--- src/rtl/spi_facade_pkg.sv ---
// Shared opcodes, FSM encoding and reset-default configuration for the SPI command facade.
package spi_facade_pkg;

  // Command opcodes carried on cmd_opcode
  localparam logic [1:0] OP_DATA   = 2'd0;
  localparam logic [1:0] OP_CS_ON  = 2'd1;
  localparam logic [1:0] OP_CS_OFF = 2'd2;
  localparam logic [1:0] OP_CFG    = 2'd3;

  // Transfer sequencer states
  typedef enum logic [1:0] {
    ST_IDLE     = 2'd0,
    ST_CS_SETUP = 2'd1,
    ST_SHIFT    = 2'd2,
    ST_CS_HOLD  = 2'd3
  } state_e;

  // Latched SPI mode bits; cspol=1 means CS is active-low
  typedef struct packed {
    logic cpol;
    logic cpha;
    logic cspol;
    logic autocs;
  } mode_t;

  // Mode after reset: SCLK idles high, leading-edge sampling, active-low CS, auto framing.
  // The clock divider resets to zero (SCLK = clock/2).
  localparam mode_t MODE_RST = '{cpol: 1'b1, cpha: 1'b0, cspol: 1'b1, autocs: 1'b1};

  // Pin level for a logical CS state under the given polarity
  function automatic logic cs_level(input logic active, input logic active_low);
    return active_low ? ~active : active;
  endfunction

endpackage

--- src/rtl/spi_half_tick.sv ---
// Half-period timer: one-cycle tick every div+1 cycles while enabled, idle and cleared otherwise.
module spi_half_tick #(
  parameter int unsigned DIV_WIDTH = 8
) (
  input  logic                 clock,
  input  logic                 reset,
  input  logic                 en_i,
  input  logic [DIV_WIDTH-1:0] div_i,
  output logic                 tick_c
);

  logic [DIV_WIDTH-1:0] cnt_q, cnt_d;
  logic                 run_q, run_d;
  logic [DIV_WIDTH-1:0] cur_c;

  // Down-count; the first enabled cycle starts from div so the divider latched at accept applies at once
  always_comb begin
    cnt_d  = '0;
    run_d  = 1'b0;
    cur_c  = run_q ? cnt_q : div_i;
    tick_c = en_i && (cur_c == '0);
    if (en_i) begin
      run_d = 1'b1;
      cnt_d = (cur_c == '0) ? div_i : cur_c - DIV_WIDTH'(1);
    end
  end

  // Counter state register
  always_ff @(posedge clock or negedge reset) begin
    if (!reset) begin
      cnt_q <= '0;
      run_q <= 1'b0;
    end else begin
      cnt_q <= cnt_d;
      run_q <= run_d;
    end
  end

endmodule

--- src/rtl/spi_cmd_facade.sv ---
// Command-driven SPI master: valid/ready command port, runtime mode/divider, shift engine on the pin bank.
module spi_cmd_facade
  import spi_facade_pkg::*;
#(
  parameter int unsigned BP_PINS    = 5,
  parameter int unsigned DATA_WIDTH = 8,
  parameter int unsigned DIV_WIDTH  = 8,
  parameter int unsigned MOSI_PIN   = 0,
  parameter int unsigned SCLK_PIN   = 1,
  parameter int unsigned MISO_PIN   = 2,
  parameter int unsigned CS_PIN     = 3
) (
  input  logic                  clock,
  input  logic                  reset,
  input  logic                  cmd_valid,
  output logic                  cmd_ready,
  input  logic [1:0]            cmd_opcode,
  input  logic [DATA_WIDTH-1:0] cmd_data,
  input  logic                  cfg_cpol,
  input  logic                  cfg_cpha,
  input  logic                  cfg_cspol,
  input  logic                  cfg_autocs,
  input  logic [DIV_WIDTH-1:0]  cfg_clkdiv,
  output logic                  rsp_valid,
  output logic [DATA_WIDTH-1:0] rsp_data,
  output logic                  busy,
  output logic [BP_PINS-1:0]    bp_din,
  input  logic [BP_PINS-1:0]    bp_dout
);

  localparam int unsigned EDGE_W = $clog2(2 * DATA_WIDTH);
  localparam logic [EDGE_W-1:0] LAST_EDGE = EDGE_W'(2 * DATA_WIDTH - 1);

  state_e                state_q, state_d;
  mode_t                 mode_q, mode_d;
  logic [DIV_WIDTH-1:0]  div_q, div_d;
  logic                  cs_manual_q, cs_manual_d;
  logic                  framed_q, framed_d;
  logic [DATA_WIDTH-1:0] tx_q, tx_d;
  logic [DATA_WIDTH-1:0] rx_q, rx_d;
  logic [EDGE_W-1:0]     edge_q, edge_d;
  logic                  sclk_q, sclk_d;
  logic                  mosi_q, mosi_d;
  logic                  cs_pin_q, cs_pin_d;
  logic                  ready_q, ready_d;
  logic                  busy_q, busy_d;
  logic                  rsp_valid_q, rsp_valid_d;
  logic [DATA_WIDTH-1:0] rsp_data_q, rsp_data_d;

  logic                  tick_c;
  logic                  accept_c;
  logic                  sample_c;
  logic                  cs_act_c;
  logic                  miso_c;
  logic                  unused_pins;

  assign miso_c      = bp_dout[MISO_PIN];
  assign unused_pins = ^bp_dout;

  // Half-period timer runs for the whole framed transfer so setup, shift and hold share one cadence
  spi_half_tick #(
    .DIV_WIDTH(DIV_WIDTH)
  ) u_half_tick (
    .clock (clock),
    .reset (reset),
    .en_i  (state_q != ST_IDLE),
    .div_i (div_q),
    .tick_c(tick_c)
  );

  // Next-state, shift datapath and registered pin levels
  always_comb begin
    state_d     = state_q;
    mode_d      = mode_q;
    div_d       = div_q;
    cs_manual_d = cs_manual_q;
    framed_d    = framed_q;
    tx_d        = tx_q;
    rx_d        = rx_q;
    edge_d      = edge_q;
    sclk_d      = sclk_q;
    mosi_d      = mosi_q;
    cs_pin_d    = cs_pin_q;
    ready_d     = ready_q;
    busy_d      = busy_q;
    rsp_valid_d = 1'b0;
    rsp_data_d  = rsp_data_q;
    cs_act_c    = 1'b0;
    accept_c    = cmd_valid && ready_q;
    // Even edge index is the leading edge; CPHA picks which edge samples MISO
    sample_c    = (~edge_q[0]) ^ mode_q.cpha;

    unique case (state_q)
      ST_IDLE: begin
        if (accept_c) begin
          mode_d.cpol   = cfg_cpol;
          mode_d.cpha   = cfg_cpha;
          mode_d.cspol  = cfg_cspol;
          mode_d.autocs = cfg_autocs;
          div_d         = cfg_clkdiv;
          case (cmd_opcode)
            OP_DATA: begin
              framed_d = mode_d.autocs && !cs_manual_q;
              tx_d     = cmd_data;
              rx_d     = '0;
              edge_d   = '0;
              if (framed_d) begin
                state_d = ST_CS_SETUP;
              end else begin
                state_d = ST_SHIFT;
                if (!mode_d.cpha) begin
                  mosi_d = cmd_data[DATA_WIDTH-1];
                  tx_d   = cmd_data << 1;
                end
              end
            end
            OP_CS_ON:  cs_manual_d = 1'b1;
            OP_CS_OFF: cs_manual_d = 1'b0;
            OP_CFG:    ;
            default:   ;
          endcase
        end
      end
      ST_CS_SETUP: begin
        if (tick_c) begin
          state_d = ST_SHIFT;
          if (!mode_q.cpha) begin
            mosi_d = tx_q[DATA_WIDTH-1];
            tx_d   = tx_q << 1;
          end
        end
      end
      ST_SHIFT: begin
        if (tick_c) begin
          sclk_d = ~sclk_q;
          edge_d = edge_q + EDGE_W'(1);
          if (sample_c) begin
            rx_d = {rx_q[DATA_WIDTH-2:0], miso_c};
          end else begin
            mosi_d = tx_q[DATA_WIDTH-1];
            tx_d   = tx_q << 1;
          end
          if (edge_q == LAST_EDGE) begin
            edge_d  = '0;
            state_d = framed_q ? ST_CS_HOLD : ST_IDLE;
          end
        end
      end
      ST_CS_HOLD: begin
        if (tick_c) begin
          state_d = ST_IDLE;
        end
      end
      default: state_d = ST_IDLE;
    endcase

    // MOSI is only driven while shifting; SCLK rests at the latched polarity outside SHIFT
    if (state_d != ST_SHIFT) begin
      mosi_d = 1'b0;
    end
    if (state_q != ST_SHIFT) begin
      sclk_d = mode_d.cpol;
    end

    case (state_d)
      ST_IDLE:  cs_act_c = cs_manual_d;
      ST_SHIFT: cs_act_c = cs_manual_d | framed_d;
      default:  cs_act_c = 1'b1;
    endcase
    cs_pin_d = cs_level(cs_act_c, mode_d.cspol);

    ready_d = (state_d == ST_IDLE);
    busy_d  = ~ready_d;

    // Response is issued on the way back into IDLE, including a sample taken on the final edge
    if ((state_q != ST_IDLE) && (state_d == ST_IDLE)) begin
      rsp_valid_d = 1'b1;
      rsp_data_d  = rx_d;
    end
  end

  // State and output registers; reset parks the pins at idle with CS inactive
  always_ff @(posedge clock or negedge reset) begin
    if (!reset) begin
      state_q     <= ST_IDLE;
      mode_q      <= MODE_RST;
      div_q       <= '0;
      cs_manual_q <= 1'b0;
      framed_q    <= 1'b0;
      tx_q        <= '0;
      rx_q        <= '0;
      edge_q      <= '0;
      sclk_q      <= MODE_RST.cpol;
      mosi_q      <= 1'b0;
      cs_pin_q    <= cs_level(1'b0, MODE_RST.cspol);
      ready_q     <= 1'b1;
      busy_q      <= 1'b0;
      rsp_valid_q <= 1'b0;
      rsp_data_q  <= '0;
    end else begin
      state_q     <= state_d;
      mode_q      <= mode_d;
      div_q       <= div_d;
      cs_manual_q <= cs_manual_d;
      framed_q    <= framed_d;
      tx_q        <= tx_d;
      rx_q        <= rx_d;
      edge_q      <= edge_d;
      sclk_q      <= sclk_d;
      mosi_q      <= mosi_d;
      cs_pin_q    <= cs_pin_d;
      ready_q     <= ready_d;
      busy_q      <= busy_d;
      rsp_valid_q <= rsp_valid_d;
      rsp_data_q  <= rsp_data_d;
    end
  end

  // Pin bank wiring; unused drive bits stay low
  always_comb begin
    bp_din           = '0;
    bp_din[MOSI_PIN] = mosi_q;
    bp_din[SCLK_PIN] = sclk_q;
    bp_din[CS_PIN]   = cs_pin_q;
  end

  assign cmd_ready = ready_q;
  assign busy      = busy_q;
  assign rsp_valid = rsp_valid_q;
  assign rsp_data  = rsp_data_q;

endmodule

--- config.mk ---
export PLATFORM = sky130hd
export DESIGN_NAME = spi_cmd_facade
export DESIGN_NICKNAME = d
export VERILOG_FILES = /design/src/rtl/spi_facade_pkg.sv /design/src/rtl/spi_half_tick.sv /design/src/rtl/spi_cmd_facade.sv
export SDC_FILE = /design/constraint.sdc
export NUM_CORES = 1
export LEC_CHECK = 0
export CAP_MARGIN = 30
export CORE_AREA = 8 8 81 83
export DETAILED_ROUTE_END_ITERATION = 10
export DIE_AREA = 0 0 89 91
export DONT_BUFFER_PORTS = 1
export PLACE_DENSITY = 0.78
export SLEW_MARGIN = 30
export SYNTH_ARGS = -nofsm -noshare
export SYNTH_HDL_FRONTEND = slang
export SYNTH_SLANG_ARGS = --single-unit
--- constraint.sdc ---
create_clock -name clock -period 7.3 [get_ports clock]
set_input_delay 1.095 -clock clock [delete_from_list [all_inputs] [get_ports clock]]
set_output_delay 1.095 -clock clock [all_outputs]
set_load 0.05 [all_outputs]
# Word level (Yosys, flattened, before mapping)
# Cells that the tools add are included.
# totals
register_bits	59
input_bits	30
out_inout_bits	16
# classes
add_sub_neg	2
n_eq_ne	23
muxes	56
bitwise_logic	6
n_reduce_logical	20
# ops
operator	count
two-way mux 8 bit	15
two-way mux 4 bit	6
one-hot mux 8 bit (3 select lines)	1
inequality test 3 bit (second input constant)	7
two-way mux 1 bit	20
two-way mux 2 bit	8
one-hot mux 8 bit (2 select lines)	1
inequality test 2 bit (second input constant)	7
AND reduction 9 bit	1
equality test 2 bit (second input constant)	4
zero test 8 bit	1
one-hot mux 2 bit (4 select lines)	1
one-hot mux 4 bit (2 select lines)	1
nonzero test 2 bit	4
subtractor 8 x 1 -> 8 bit (second input constant)	1
AND reduction 7 bit	1
zero test 2 bit	3
adder 4 x 1 -> 4 bit (second input constant)	1
equality test 2 x 1 -> 1 bit (second input constant)	2
equality test 4 bit (second input constant)	1
logical AND 1 bit	4
inverter 1 bit	4
one-hot mux 1 bit (2 select lines)	2
AND reduction 2 bit	2
other kinds (9)	9

# Longest topological paths before layout
# Gate-level depths: netlist (run 1).
# depth
depth_word	10
mapped_depth	12

# Hierarchy
# A second synthesis (run 1) with hierarchy kept.
# unflattened
hier_cells	290
area_unflattened_um2	3233.1
# by_module_without_submodules
module	instances	cells_per_inst	area_per_inst_um2	seq_area_each_um2
spi_cmd_facade	1	205	2433.6	1232.4
spi_half_tick	1	85	799.5	225.2

# Worst setup path before layout (run 1)
# No wires, ideal clock.
# synth_timing
path_type	reg2reg
from	register u_half_tick.run_q
to	register rsp_data_q[0], in the netlist rsp_data[0]
setup_ps	125
t_arrival_ps	2798
t_required_ps	7175
slack_ps	4377
path_stages_with_launch	12
path_buffers	3
synth_period_minus_slack_ps	2923
cell_sequence	dfrtp_1 -> buf_6 -> clkbuf_1 -> buf_1 -> mux2i_1 -> ha_1 -> inv_1 -> or4_1 -> o22ai_1 -> nand2_1 -> nand3_4 -> mux2_4
# synth_between
elab_chain_cells	7
# synth_lines
item	line	source
start: declaration	spi_half_tick.sv:13	logic run_q, run_d;
start signal: assignment	spi_half_tick.sv:35	run_q <= run_d;
two-way mux 8 bit *	spi_half_tick.sv:20	cur_c = run_q ? cnt_q : div_i;
zero test 8 bit *	spi_half_tick.sv:21	tick_c = en_i && (cur_c == '0);
logical AND 1 bit *	spi_half_tick.sv:21	
two-way mux 2 bit (on tied branches)	spi_cmd_facade.sv:150, spi_cmd_facade.sv:125, spi_cmd_facade.sv:134	
one-hot mux 2 bit (4 select lines)	spi_cmd_facade.sv:93	unique case (state_q)
zero test 2 bit	spi_cmd_facade.sv:176	if ((state_q != ST_IDLE) && (state_d == ST_IDLE)) begin
logical AND 1 bit	spi_cmd_facade.sv:176	
end signal: assignment	spi_cmd_facade.sv:215	rsp_data_q <= rsp_data_d;
end: declaration	spi_cmd_facade.sv:48	logic [DATA_WIDTH-1:0] rsp_data_q, rsp_data_d;
# Every way passes the cells marked *; elsewhere a longest branch is shown, timed or not.
# A chain may end at the register's enable or synchronous reset.

# Final worst setup path (run 1)
# layout_timing
from	register u_half_tick.run_q
to	register mosi_q
# layout_between
elab_chain_cells	8
# layout_lines
item	line	source
two-way mux 8 bit *	spi_half_tick.sv:20	
zero test 8 bit *	spi_half_tick.sv:21	
logical AND 1 bit *	spi_half_tick.sv:21	
two-way mux 2 bit (on tied branches)	spi_cmd_facade.sv:150, spi_cmd_facade.sv:125, spi_cmd_facade.sv:134	
one-hot mux 2 bit (4 select lines)	spi_cmd_facade.sv:93	
inequality test 2 bit	spi_cmd_facade.sv:158	if (state_d != ST_SHIFT) begin
inequality test 3 x 2 -> 1 bit (no source line) (tied with other cells)	--	
AND reduction 9 bit (no source line)	--	
end signal: assignment	spi_cmd_facade.sv:210	mosi_q <= mosi_d;
end: declaration	spi_cmd_facade.sv:43	logic mosi_q, mosi_d;
# Marked as above.

==> impl_metrics.py, run 1 <==
metrics = {
    "synth": {
        "yosys.area.top_type": "dfrtp_1",
        "avgSynthCellArea_um2": 10.2,
        "synthArstFlopShare": 1.00,
        "synth_cells": 322,
        "synth_ff_type": "dfrtp_1",
        "synth_most_common_cell": "dfrtp_1",
        "synth_commonest_cells": "53 x dfrtp_1, 41 x nand2_1, 26 x o21ai_0",
        "synth_top_area_frac": 0.403,
        "synth.area.top_cells": "dfrtp_1 40%, mux2_2 7.2%, nand2_1 4.7%",
        "synth.area.mux_share": 0.156,
        "synth_compound_area_frac": 0.144,
        "synth_xor_area_frac": 0.0186,
        "synthSimpleGateAreaFrac": 0.153,
        "synth_adder_area_share": 0.0380,
        "synth_top_family_by_area": "multiplexers",
        "yosys_warnings": 0,
        "yosysUniqueCellTypes": 55,
        "synth_area_um2": 3290,
        "synth_enable_flop_cells": 0,
        "synth-seq-area-share": 0.443,
        "ys_ff_latch": 58,
    },
    "route": {
        "dr.pass1.iters": 6,
        "num_vias": 2280,
        "wirelength_um": 6560,
        "drc_errors": 0,
        "routedWlPerCell_um": 16.8,
        "vias_per_cell": 5.85,
        "detail-route-antenna-nets": 0,
        "drtIter0Drc": 174,
    },
    "worst_setup_path": {
        "startpoint_type": "register",
        "startpoint": "u_half_tick.run_q$_DFF_PN0_",
        "critical_path_class": "register to register",
        "end_kind": "register",
        "cpMaxStageDelayCell": "dfrtp_1",
        "critPathRequiredTime_ps": 7520,
        "cp_cell_sequence": "mux2i_1, ha_1, inv_1, nor2_1, nand2_1, o31ai_1, mux2_2, and3_1",
        "cp_max_fo": 28,
        "critical_path.max_stage_delay_ps": 900,
        "regToRegStartpoint": "u_half_tick.run_q$_DFF_PN0_",
        "arrival_ps": 3430,
    },
    "power_and_ir_drop": {
        "power.share.clock": 0.220,
        "switching_share": 0.410,
        "cellLeakagePower_nw": 1.58,
        "power_density_nw_per_um2": 441,
        "peakVddDrop_mv": 0.264,
        "p_int_w": 0.000911,
        "p_seq_frac": 0.426,
        "p_sw_w": 0.000633,
        "combPwrFrac": 0.354,
    },
    "timing": {
        "maxSlewHeadroom": 0.382,
        "tightest_slew_ps": 926,
        "rsz0062_at_grt": "no",
        "clock_skew_ps": 7.28,
        "hold_viol": 0,
        "fmax_mhz": 312,
        "fin_crit_sh": 0.439,
        "final_max_slew_viol_count": 0,
        "totalNegativeSetupSlack_ps": 0,
        "setup_violations": 0,
        "min_period_ps": 3210,
    },
    "finish": {
        "multi_input_area_um2": 1690,
        "fillerInstances": 440,
        "layout-drive-gt1-share": 0.204,
        "synthToLayoutAreaGrowth_pct": 6.46,
        "diodes": 0,
        "regArea_um2": 1460,
        "fin_util": 0.656,
        "finalNetCount": 353,
    },
    "clocking": {
        "root_buffer": "clkbuf_8",
        "worstSkewPairLatency_ps": 330,
        "cts_tree": "done",
        "numCtsBuffers": 9,
        "post_cts_resized": 0,
        "cts_htree_levels": 3,
        "path_clk_slew_ps": 70,
        "clockBufferDepth": 2,
        "cts.sinks": 58,
        "post_cts_buffers": 0,
        "postCtsHoldBufs": 0,
    },
    "worst_hold_path": {
        "worstHoldPathType": "input pin to async pin",
    },
    "grt": {
        "grt-ovfl-total": 0,
        "grt_usage": 0.174,
        "grt_max_degree": 59,
        "grt_pass1_vias": 2248,
        "antenna_found_initial": 0,
        "grt_pass1_wl_um": 11100,
    },
    "floorplan": {
        "initial_core_util": 0.617,
        "std_cell_rows": 27,
        "dieHeight_um": 91,
        "top_level_ports": 46,
        "core_um2": 5340,
        "die-area_um2": 8100,
        "die-width_um": 89,
    },
    "flow_run": {
        "drv_cap": 0,
    },
    "outcome": {
        "status": "complete, no violations",
    },
    "placed_design": {
        "io_buffers": 0,
        "hpwl_um": 4440,
        "place_congestion": 0.804,
    },
}
==> registers in the layout (all words and copies together), names as in the netlist <==
register / flops
u_half_tick.cnt_q: 8
cs_manual_q: 1
framed_q: 1
sclk_q: 1
state_q: 2
edge_q: 4
cmd_ready: 1
cs_pin_q: 1
tx_q: 8
mosi_q: 1
busy: 1
rsp_valid: 1
mode_q: 3
rx_q: 8
u_half_tick.run_q: 1
rsp_data: 8
div_q: 8
==> logic make-up after synthesis <==
family                     Yosys count
buffers and inverters               32
adders and majority gates           10
other                                1
DFF                                 58
AOI/OAI and AO/OA                   71
muxes                               44
and+or+nand+nor                     99
xor gates and xnor gates             7
==> area by class of cell <==
cell class / count / area share
tap: 72 / 0.0257
sequential: 58 / 0.416
clock inverter: 4 / 0.0211
clock buffer: 12 / 0.0443
inverter: 11 / 0.0118
multi-input combinational: 233 / 0.481
==> placed cells by master, fill, tap and decap left out, drive strengths merged, types with 4 or more instances in the layout <==
cell / netlist / layout
nor3: 5 / 5
nand2: 41 / 41
mux2i: 14 / 14
clkbuf: 11 / 12
mux2: 30 / 30
dfstp: 5 / 5
dfrtp: 53 / 53
ha: 10 / 10
xor2: 4 / 4
nor3b: 4 / 4
nor2: 22 / 22
nand3: 7 / 7
o21ai: 27 / 27
inv: 11 / 11
a21oi: 12 / 12
o22ai: 4 / 4
a31oi: 6 / 6
==> metal layers <==
metal	vias up	routed length (um)	global-route usage
met1	1099	3000	0.226
li1	1106	-	-
met4	0	112	0.0638
met3	12	484	0.0712
met2	63	2970	0.253
met5	-	0	0
==> path summary, 6_finish.rpt <==
check                      slack [ps]                     to  depth (start not counted)
min in group clock                510  cs_manual_q$_DFF_PN0_                          2
hold / removal                    450    tx_q[4]$_DFFE_PN0P_                          0
max in group asynchronous        6640    mode_q[3]$_DFF_PN1_                          0
hold reg to reg                   510  cs_manual_q$_DFF_PN0_                          2
setup reg to reg                 4090     mosi_q$_DFFE_PN0P_                          8
setup / recovery                 4090     mosi_q$_DFFE_PN0P_                          8
==> power groups by stage <==
stage | registers (W) | logic [W] | clock network [W]
2_1_floorplan | 0.000596 | 0.000512 | 0
3_3_place_gp | 0.000660 | 0.000524 | 0
3_5_place_dp | 0.000666 | 0.000541 | 0
4_1_cts | 0.000661 | 0.000546 | 0.000345
5_1_grt | 0.000677 | 0.000607 | 0.000356
6_report | 0.000658 | 0.000546 | 0.000339
==> critical path: cells and delay by family (launching register included) <==
| kind | cells | cell delay (ps) |
|---|---|---|
| DFF | 1 | 900 |
| buffers and inverters | 1 | 70 |
| AOI/OAI and AO/OA | 1 | 420 |
| muxes | 2 | 750 |
| and+or+nand+nor | 3 | 710 |
| adders and majority gates | 1 | 230 |
==> metrics by stage <==
stage	instances	setup slack [ps]	area [um2]	hold WS, ps	total power, W
6_report	390	4090	3500	448	0.00154
5_1_grt	390	3800	3500	433	0.00164
4_1_cts	390	4060	3500	435	0.00155
3_5_place_dp	374	4050	3270	494	0.00121
3_3_place_gp	374	4110	3270	487	0.00118
2_1_floorplan	323	4380	3290	466	0.00111
(Power assumes the default switching activity.)
==> run 2, diff against run 1 <==
--- a/config.mk
+++ b/config.mk
@@ -6,11 +6,11 @@
 export NUM_CORES = 1
 export LEC_CHECK = 0
 export CAP_MARGIN = 30
-export CORE_AREA = 8 8 81 83
+export CORE_AREA = 8 8 82 84
 export DETAILED_ROUTE_END_ITERATION = 10
-export DIE_AREA = 0 0 89 91
+export DIE_AREA = 0 0 90 92
 export DONT_BUFFER_PORTS = 1
-export PLACE_DENSITY = 0.78
+export PLACE_DENSITY = 0.77
 export SLEW_MARGIN = 30
 export SYNTH_ARGS = -nofsm -noshare
 export SYNTH_HDL_FRONTEND = slang
==> constraint.sdc (replaced) <==
create_clock -name clock -period 3.1 [get_ports clock]
set_input_delay 0.465 -clock clock [delete_from_list [all_inputs] [get_ports clock]]
set_output_delay 0.465 -clock clock [all_outputs]
set_load 0.05 [all_outputs]
==> run 2 against run 1 <==
- global-route usage shrank 0.50 points
- wire length about the same
- utilization shrank 0.22 points
- critical path type unchanged
- critical endpoint unchanged
- highest routed layer unchanged
==> impl_metrics.py, run 2 (same netlist as run 1, synthesis figures left out) <==
metrics = {
    "outcome": {
        "status": "complete, no violations",
    },
    "worst_setup_path": {
        "cpMaxStageDelayCell": "dfrtp_1",
        "arrival_ps": 2830,
        "end_kind": "register",
        "startpoint": "u_half_tick.run_q$_DFF_PN0_",
        "regToRegStartpoint": "u_half_tick.run_q$_DFF_PN0_",
        "critical_path_class": "register to register",
        "cp_top_family": "simple AND/OR/NAND/NOR gates",
        "startpoint_type": "register",
        "rrSetupSlack_ps": 500,
        "critPathRequiredTime_ps": 3330,
        "critical_path.max_stage_delay_ps": 400,
        "cp_max_fo": 13,
        "crit_buf_inv": 1,
        "cp_cell_sequence": "mux2i_1, ha_1, inv_1, nor2_1, nand2_1, o31ai_1, mux2_2, and3_1",
    },
    "timing": {
        "whs_ps": 269,
        "maxSlewHeadroom": 0.658,
        "rsz0062_at_grt": "no",
        "totalNegativeSetupSlack_ps": 0,
        "setup_violations": 0,
        "clock_skew_ps": 9.36,
        "final_max_slew_viol_count": 0,
        "min_period_ps": 2600,
        "hold_viol": 0,
        "tightest_slew_ps": 513,
        "setup_ws_ps": 497,
        "fin_crit_sh": 0.840,
        "fmax_mhz": 384,
    },
    "route": {
        "wirelength_um": 6570,
        "vias_per_cell": 5.82,
        "detail-route-antenna-nets": 0,
        "num_vias": 2312,
        "dr.pass1.iters": 6,
        "routedWlPerCell_um": 16.5,
        "drtIter0Drc": 122,
        "drc_errors": 0,
    },
    "finish": {
        "fillerInstances": 438,
        "multi_input_area_um2": 1690,
        "synthToLayoutAreaGrowth_pct": 7.45,
        "diodes": 0,
        "fin_util": 0.654,
        "layout-drive-gt1-share": 0.218,
        "final_common_cell": "dfrtp_1",
        "final_cell_mix": "53 x dfrtp_1, 41 x nand2_1, 26 x o21ai_0",
        "finalNetCount": 360,
        "stdcell_area_um2": 3540,
        "regArea_um2": 1460,
    },
    "floorplan": {
        "die-area_um2": 8280,
        "initial_core_util": 0.609,
        "core_um2": 5410,
        "std_cell_rows": 27,
        "die-width_um": 90,
        "top_level_ports": 46,
        "dieHeight_um": 92,
    },
    "clocking": {
        "cts_htree_levels": 3,
        "root_buffer": "clkbuf_8",
        "numCtsBuffers": 9,
        "path_clk_slew_ps": 70,
        "cts_tree": "done",
        "post_cts_resized": 0,
        "clockBufferDepth": 2,
        "cts.sinks": 58,
        "worstSkewPairLatency_ps": 340,
    },
    "grt": {
        "grt_max_degree": 59,
        "grt_usage": 0.169,
        "antenna_found_initial": 0,
        "grt_pass1_vias": 2335,
        "grt-ovfl-total": 0,
        "grt_pass1_wl_um": 11300,
    },
    "worst_hold_path": {
        "min-delay-start": "cfg_clkdiv[1]",
        "worstHoldPathType": "input pin to register",
    },
    "placed_design": {
        "io_buffers": 0,
        "hpwl_um": 4600,
        "place_area_um2": 3310,
        "place_congestion": 0.909,
        "dp_worst_setup_slack_ps": 519,
    },
    "power_and_ir_drop": {
        "peakVddDrop_mv": 0.604,
        "power_density_nw_per_um2": 1000,
        "cellLeakagePower_nw": 1.61,
    },
    "flow_run": {
        "drv_cap": 0,
    },
}
-- run 2: power by group --
part,total (W),leakage [nW],internal [W],switching (W)
Sequential,0.00151,0.748,0.00105,0.000463
Clock,0.000666,0.0998,0.000366,0.000300
Combinational,0.00137,0.760,0.000626,0.000747
-- run 2: worst reg2reg max path, stage by stage, from the launching register on --
cell     delay, ps
dfrtp_1        400
mux2i_1        340
ha_1           240
inv_1           70
nor2_1         210
nand2_1        330
o31ai_1        360
mux2_2         360
and3_1         170
-- run 2: area by class of cell --
| class | count | share of cell area |
|---|---|---|
| Clock inverter | 6 | 0.0166 |
| Sequential cell | 58 | 0.412 |
| Inverter | 11 | 0.0117 |
| Multi-Input combinational cell | 233 | 0.477 |
| Timing Repair Buffer | 7 | 0.0212 |
| Tap cell | 72 | 0.0255 |
| Clock buffer | 10 | 0.0361 |
-- run 2: final timing paths --
path	cells after the start	endpoint
max	8	mosi_q$_DFFE_PN0P_
min	1	div_q[1]$_DFFE_PN0P_
max reg2reg	8	mosi_q$_DFFE_PN0P_
min reg2reg	1	tx_q[3]$_DFFE_PN0P_
max in group asynchronous	2	cs_pin_q$_DFF_PN1_
min in group asynchronous	2	u_half_tick.cnt_q[6]$_DFF_PN0_
-- run 2: repair_timing --
action | 4_1_cts | 5_1_grt
setup endpoints to repair | 0 | 0
buffers inserted | 0 | 0
hold endpoints to repair | 58 | 0
hold buffers | 2 | 0
-- run 2: metal layers --
| layer | global-route usage | share of wire | wire (um) |
|---|---|---|---|
| met1 | 0.211 | 0.46 | 3000 |
| met2 | 0.253 | 0.45 | 2980 |
| met3 | 0.0595 | 0.072 | 472 |
| met4 | 0.0902 | 0.018 | 121 |
| met5 | 0 | 0 | 0 |
-- run 2: stage by stage --
stage	power (W)	cells
2_1_floorplan	0.00261	323
3_5_place_dp	0.00287	379
4_1_cts	0.00357	397
6_report	0.00355	397
5_1_grt	0.00380	397
3_3_place_gp	0.00282	379
